--- src/rtl/multiword_add_sub_pkg.sv ---
// Shared types and constants for the nibble-serial add/subtract block.
package multiword_add_sub_pkg;

   localparam int unsigned SLICE_W = 4;

   typedef enum logic [1:0] {
      IDLE = 2'd0,
      RUN  = 2'd1,
      DONE = 2'd2
   } state_e;

   // Slice counter width: at least one bit even for a single-slice build.
   function automatic int unsigned cnt_width(input int unsigned slices);
      return (slices > 1) ? $clog2(slices) : 1;
   endfunction

endpackage

--- src/rtl/nibble_add_sub.sv ---
// One 4-bit slice of the ripple adder/subtractor; b is inverted when mode=1.
module nibble_add_sub
   import multiword_add_sub_pkg::*;
(
   input  logic [SLICE_W-1:0] a,
   input  logic [SLICE_W-1:0] b,
   input  logic               mode,
   input  logic               cin,
   output logic [SLICE_W-1:0] sum,
   output logic               cout
);

   logic [SLICE_W:0] full;

   assign full = {1'b0, a} + {1'b0, b ^ {SLICE_W{mode}}} + {{SLICE_W{1'b0}}, cin};
   assign sum  = full[SLICE_W-1:0];
   assign cout = full[SLICE_W];

endmodule

--- src/rtl/multiword_add_sub_seq.sv ---
// Multi-word add/subtract that processes one 4-bit slice per cycle, LSB first,
// and publishes result and flags with a single-cycle done pulse.
module multiword_add_sub_seq
   import multiword_add_sub_pkg::*;
#(
   parameter  int unsigned NIBBLES = 4,
   localparam int unsigned W       = SLICE_W * NIBBLES
) (
   input  logic         clk,
   input  logic         rst_n,
   input  logic         start,
   input  logic         mode,
   input  logic [W-1:0] a,
   input  logic [W-1:0] b,
   output logic         busy,
   output logic         done,
   output logic [W-1:0] result,
   output logic         carry_out,
   output logic         overflow
);

   localparam int unsigned CW = cnt_width(NIBBLES);

   state_e               state_q, state_d;
   logic [CW-1:0]        cnt_q;
   logic                 carry_q;
   logic                 mode_q;
   logic [W-1:0]         a_q, b_q;
   logic [W-1:0]         acc_q;

   logic                 capture, step, last;
   logic [SLICE_W-1:0]   a_sl, b_sl, s_sum;
   logic                 s_cout;
   logic [W-1:0]         acc_nxt;
   logic                 ovf_c;

   // Next-state and datapath enables.
   always_comb begin
      state_d = state_q;
      capture = 1'b0;
      step    = 1'b0;
      last    = (cnt_q == CW'(NIBBLES - 1));
      case (state_q)
         IDLE: begin
            if (start) begin
               capture = 1'b1;
               state_d = RUN;
            end
         end
         RUN: begin
            step = 1'b1;
            if (last) state_d = DONE;
         end
         DONE:    state_d = IDLE;
         default: state_d = IDLE;
      endcase
   end

   // Select the current operand slices from the captured words.
   always_comb begin
      a_sl = '0;
      b_sl = '0;
      for (int i = 0; i < int'(NIBBLES); i++) begin
         if (cnt_q == CW'(i)) begin
            a_sl = a_q[i*SLICE_W +: SLICE_W];
            b_sl = b_q[i*SLICE_W +: SLICE_W];
         end
      end
   end

   nibble_add_sub u_slice (
      .a    (a_sl),
      .b    (b_sl),
      .mode (mode_q),
      .cin  (carry_q),
      .sum  (s_sum),
      .cout (s_cout)
   );

   // Accumulator with the current slice merged in; used for the final result too.
   always_comb begin
      acc_nxt = acc_q;
      for (int i = 0; i < int'(NIBBLES); i++) begin
         if (cnt_q == CW'(i)) acc_nxt[i*SLICE_W +: SLICE_W] = s_sum;
      end
   end

   // Only meaningful on the MSB slice, where a_sl/b_sl/s_sum hold bit W-1.
   assign ovf_c = ( a_q[W-1] &  (b_q[W-1] ^ mode_q) & ~s_sum[SLICE_W-1]) |
                  (~a_q[W-1] & ~(b_q[W-1] ^ mode_q) &  s_sum[SLICE_W-1]);

   always_ff @(posedge clk or negedge rst_n) begin
      if (!rst_n) begin
         state_q   <= IDLE;
         cnt_q     <= '0;
         carry_q   <= 1'b0;
         mode_q    <= 1'b0;
         a_q       <= '0;
         b_q       <= '0;
         acc_q     <= '0;
         busy      <= 1'b0;
         done      <= 1'b0;
         result    <= '0;
         carry_out <= 1'b0;
         overflow  <= 1'b0;
      end else begin
         state_q <= state_d;
         busy    <= (state_d != IDLE);
         done    <= (state_d == DONE);
         if (capture) begin
            a_q     <= a;
            b_q     <= b;
            mode_q  <= mode;
            cnt_q   <= '0;
            carry_q <= mode;
         end
         if (step) begin
            acc_q   <= acc_nxt;
            carry_q <= s_cout;
            cnt_q   <= cnt_q + CW'(1);
            if (last) begin
               result    <= acc_nxt;
               carry_out <= s_cout;
               overflow  <= ovf_c;
            end
         end
      end
   end

endmodule

--- config.mk ---
export PLATFORM = sky130hd
export DESIGN_NAME = multiword_add_sub_seq
export DESIGN_NICKNAME = d
export VERILOG_FILES = /design/src/rtl/multiword_add_sub_pkg.sv /design/src/rtl/nibble_add_sub.sv /design/src/rtl/multiword_add_sub_seq.sv
export SDC_FILE = /design/constraint.sdc
export NUM_CORES = 1
export LEC_CHECK = 0
export ABC_AREA = 0
export ABC_CLOCK_PERIOD_IN_PS = 3400
export BUFFER_PORTS_ARGS = -buffer_cell sky130_fd_sc_hd__buf_4
export CAP_MARGIN = 15
export CORE_ASPECT_RATIO = 0.9
export CORE_MARGIN = 2
export CORE_UTILIZATION = 35
export DETAILED_ROUTE_END_ITERATION = 7
export SYNTH_ARGS = -nofsm -noshare
export SYNTH_HDL_FRONTEND = slang
export SYNTH_SLANG_ARGS = --single-unit
export TNS_END_PERCENT = 10
--- constraint.sdc ---
create_clock -name clk -period 3.4 [get_ports clk]
set_clock_uncertainty 0.1 [all_clocks]
set_input_delay 0.68 -clock clk [delete_from_list [all_inputs] [get_ports clk]]
set_output_delay 0.68 -clock clk [all_outputs]
set_load 0.005 [all_outputs]
* After elaboration in Yosys (flattened, before gate mapping) *
Index checks and enable logic that the tools add are counted.

operators by class
  add/sub/neg operators = 3
  eq/ne operators = 5
  multiplexer cells = 22
  bitwise operators = 10
  reduce and logical (&&, ||, !) cells = 5

operator list
  cell                   count
  $mux W4                12
  $mux W2                4
  $eq A2 B2 Y1 const B   3
  $add A4 B4 Y5          1
  $add A5 B1 Y5          1
  $mux W1                5
  $and A1 B1 Y1          4
  $eq A2 B1 Y1 const B   2
  $logic_not A2 Y1       2
  $pmux W2 S2            1
  $reduce_bool A2 Y1     2
  $xor A4 B4 Y4          1
  $not A1 Y1             3
  $add A2 B1 Y2 const B  1
  $reduce_and A2 Y1      1
  $or A1 B1 Y1           1
  $xor A1 B1 Y1          1

word-level totals
  register bits = 74
  input bits = 36
  output and inout port bits = 20
  word-level logic and storage cells = 57

* Longest topological paths before layout *
  depth in word-level cells = 11
  depth in mapped cells = 14
  gate-level depth less buffers = 12

* Hierarchy *
Synthesis repeated with hierarchy kept, for this count alone.

second synthesis, totals
  cell total of the unflattened synthesis = 326
  area, all modules = 3285.7 µm²

by module, submodules not included
  module                 times used  cells each  area each (µm²)  sequential area each (µm²)
  multiword_add_sub_seq  1           306         3110.5           1751.7
  nibble_add_sub         1           20          175.2            0.0

* Worst setup path after synthesis *
OpenSTA, ideal clock, no wires.

  kind = register to register
  start point = register cnt_q[0]
  end point = register carry_q
  library setup time = 0.065 ns
  arrival = 2.749 ns
  required time = 3.235 ns
  slack = 0.486 ns
  cell stages (with the launch flop) = 13
  path buffers = 1
  period minus slack after synthesis = 2.914 ns
  cell sequence = dfrtp_1 > ha_1 > buf_2 > nor2b_1 > a221oi_1 > o31ai_1 > xnor2_1 > fa_1 > fa_1 > nor2b_1 > o21ai_0 > a31oi_1 > o22a_1

between the ends
  cells in the longest elaborated chain, start to end = 9
  elaborated cells between the ends (all ways) = 16
  those cells by class = add/sub: 2; eq/ne: 3; mux: 9; bitwise: 1; reduce/logical: 1

RTL lines
  element                 RTL line                      text
  start, declared         multiword_add_sub_seq.sv:25   logic [CW-1:0] cnt_q;
  start signal, assigned  multiword_add_sub_seq.sv:120  cnt_q <= cnt_q + CW'(1);
  $logic_not A2 Y1        multiword_add_sub_seq.sv:64   if (cnt_q == CW'(i)) begin
  $mux W4 (4 in series)   multiword_add_sub_seq.sv:64
  $xor A4 B4 Y4           nibble_add_sub.sv:15          assign full = {1'b0, a} + {1'b0, b ^ {SLICE_W{mode}}} + {{SLICE_W{1'b0}}, cin};
  $add A4 B4 Y5 (*)       nibble_add_sub.sv:15
  $add A5 B1 Y5 (*)       nibble_add_sub.sv:15
  $mux W1 (*)             multiword_add_sub_seq.sv:117  if (step) begin
  end signal, assigned    multiword_add_sub_seq.sv:115  carry_q <= mode;
  end signal, assigned    multiword_add_sub_seq.sv:119  carry_q <= s_cout;
  end, declared           multiword_add_sub_seq.sv:26   logic carry_q;

Every way passes the cells marked *; elsewhere a longest branch is shown, timed or not.
A chain may end at the register's enable or synchronous reset.

* Worst setup path after layout *
  start point = register cnt_q[0]
  end point = register result[2]

between the ends
  cells in the longest elaborated chain, start to end = 9
  elaborated cells between the ends (all ways) = 17
  those cells by class = add/sub: 2; eq/ne: 3; mux: 9; bitwise: 1; reduce/logical: 2

RTL lines
  element                RTL line                                                  text
  $logic_not A2 Y1       multiword_add_sub_seq.sv:64, multiword_add_sub_seq.sv:84
  $mux W4 (4 in series)  multiword_add_sub_seq.sv:64
  $xor A4 B4 Y4          nibble_add_sub.sv:15
  $add A4 B4 Y5          nibble_add_sub.sv:15
  $add A5 B1 Y5          nibble_add_sub.sv:15
  $mux W4                multiword_add_sub_seq.sv:84                               if (cnt_q == CW'(i)) acc_nxt[i*SLICE_W +: SLICE_W] = s_sum;
  end signal, assigned   multiword_add_sub_seq.sv:122                              result <= acc_nxt;
  end, declared          multiword_add_sub_seq.sv:17                               output logic [W-1:0] result,

Parallel ways exist; a longest one is shown, timed or not.

==> metrics <==
Post-Place Cell Area=3730 sq um; vias in the first global route=2305; Yosys cell types=33; final setup vio count=0; max-slew violation count=0; Total Wirelength=6880 um; Avg Inst Size Synth=11.0 sq um; CTS Root Cell=clkbuf_8; Wirelength per Cell=14.5 um; Post-synth EDFFs=0; status=finished clean; ys async rst share=between 90% and 100%; H-tree levels=3; share of Yosys cell area claimed by the top area cell type=54.8%; Final period util=96.2%; Peak supply drop=0.407 mV; slew margin rel.=41.7%; Synth Flop Type=dfrtp_1; Num CTS Buffers=9; placed cells=457; non-filler cells, final=473; drt initial violations=between 40 and 50; CTS hold repair buffers=0; I/O pin total=between 50 and 60; MaxCap Viol Count=0; die area=~10000 sq um; Hold Path Class=in2async; internal power=between 0.002 and 0.003 W; Leak=1.81 nW; n_diodes=0; Worst EP required=3.58 ns; register area=1750 sq um; Layout fillers=898; Reg-to-Reg Start=cnt_q[0]; Die Height=roughly 95 um; worst hold slack=0.324 ns; first-pass GRT wire length=11500 um; sequential element share of the synthesized area=54.8%; footprint of the multi-input gates=1340 sq um; Slew @ Worst Pin=0.874 ns; post-CTS resize count=0; combinational share of power=52.5%; largest cells by area after synthesis=dfrtp_1 55%, mux2_2 11%, o21ai_0 4.2%; Critical Path End=result[2]; CTS tree=done; Critical R2R Capture=result[2]; reg2reg path depth=11; register share of total power=31.5%; pwr/cell area=1230 nW/um^2; RSZ-0062 raised after global routing=true; Total GRT Usage=15.2%; startpoint types=flop; Worst Path Max Fanout=5; Peak Freq=0.306 GHz; post-CTS setup buffer count=0; Fin. Hold Viols=0; die width=105 um; CTS max path bufs=2; synthesized flop and latch total=70; routability cong.=0.720; CP Class=reg2reg; CP arrival=3.45 ns; Starting Density=35.5%; clock latency on the worst-skew pair=0.35 ns; dpl hpwl=~4900 um; Reg2Reg Setup Slack=0.13 ns; port bufs=55; min cycle time layout=3.27 ns; synthesized instance count=292; pre-CTS setup slack=0.166 ns; clock power share=15.9%; drt pass-1 iters=4; final setup margin=0.130 ns; Detail Route Antenna Nets=0; Mapped Nets=about 340; Mapped Area=3200 sq um; Design Area, Final=3960 sq um; Vias=approximately 2.3k; Final Total Pwr=0.00487 W; fraction of layout cells with a size suffix above 1=30.8%; Ys Warns=0; clk slew on worst S/H paths=0.07 ns; switching share of power=41.2%; Sink Count=70; CP Capture Type=flop; Overflow after GRT=0; nets=391; largest net degree at the start of global routing=71; crit path from=cnt_q[0]; initial antenna violation count=0; P_sw=0.00200 W; row count=33; Synth-to-Final Area Change=23.9%; Vias/cell=4.81; CORE AREA=9000 sq um; DR DRC count=0; cell taking the most area after synthesis=dfrtp_1
## how the worst min path moves through the flow
stage / start / end / slack (ns) / depth (start not counted)
floorplan: rst_n / a_q[0] / 0.28 / 0
global placement: acc_q[11] / acc_q[11] / 0.36 / 2
detailed placement: acc_q[3] / acc_q[3] / 0.37 / 2
CTS: rst_n / result[4] / 0.38 / 1
global route: rst_n / done / 0.41 / 1
finish: rst_n / result[6] / 0.32 / 1
## cell families after synthesis
logic type      after synthesis  synth area share (%)
buf+inv                      28                  3.68
mux                          39                  13.4
fa+ha+maj                     9                  3.99
simple gates                 69                  9.66
xor+xnor                      8                  2.19
compound gates               69                  12.4
flops                        70                  54.8
## critical path: stages, from the launching register on
cell and delay [ns]:
dfrtp_1 0.43, inv_1 0.10, ha_1 0.16, nor2b_1 0.29, a221oi_1 0.13, o31ai_1 0.33
xnor2_1 0.13, fa_1 0.41, fa_1 0.45, xnor2_1 0.36, mux2i_1 0.15, a21oi_1 0.16
## layout make-up
cell class                      instances  area share (%)
Clock buffer                           11            3.82
Multi-Input combinational cell        194            33.7
Inverter                               11            1.04
Clock inverter                          5            2.05
Timing Repair Buffer                   60            11.4
Tap cell                              122            3.85
Sequential cell                        70            44.2
## through the flow
step | setup TNS, ns | util, %
final | 0 | 44.0
after global routing | -0.466 | 44.0
after CTS | 0 | 44.0
after detailed placement | 0 | 41.5
after global placement | 0 | 41.5
after floorplan | 0 | -
## synthesized netlist by cell type (all sizes together), types with 2 or more instances
library cell	number
buf	11
nand2	35
clkbuf	6
a31oi	6
a21oi	21
xor2	3
nor3	2
xnor2	5
fa	2
a21o	4
nand3b	2
inv	11
mux2	30
ha	7
nor2	16
o21ai	28
dfrtp	70
nor3b	2
a22oi	3
a221oi	3
nor2b	8
mux2i	9
## sequential cells by signal, summed over array words and instances (netlist names)
name,flops
state_q,2
mode_q,1
b_q,16
carry_q,1
done,1
overflow,1
acc_q,12
result,16
busy,1
a_q,16
cnt_q,2
carry_out,1
## cell usage in the layout, fill, tap and decap left out, types with 2 or more instances in the layout
master	count
nand3b_1	2
a221oi_1	3
a21oi_1	21
dfrtp_1	70
a21o_1	4
bufinv_16	2
o21ai_0	27
fa_1	2
xor2_1	3
nor3_1	2
mux2_2	30
nand2_1	35
clkbuf_8	11
a22oi_1	3
buf_4	60
a31oi_1	6
xnor2_1	5
nor2b_1	8
mux2i_1	9
nor2_1	16
ha_1	7
inv_1	10
## power groups by stage
stage                     clock [W]  combinational [W]  sequential (W)
after global routing       0.000829            0.00292         0.00159
final                      0.000776            0.00256         0.00153
after CTS                  0.000792            0.00260         0.00154
after floorplan                   0            0.00191         0.00146
after detailed placement          0            0.00258         0.00156
after global placement            0            0.00253         0.00155
## metal layers
layer | wire (um) | GRT usage, %
met5 | 0 | 0
met4 | 116 | 7.00
met3 | 327 | 3.80
met2 | 3090 | 23.3
met1 | 3350 | 20.3
No activity file was read; power rests on OpenSTA's default activity.
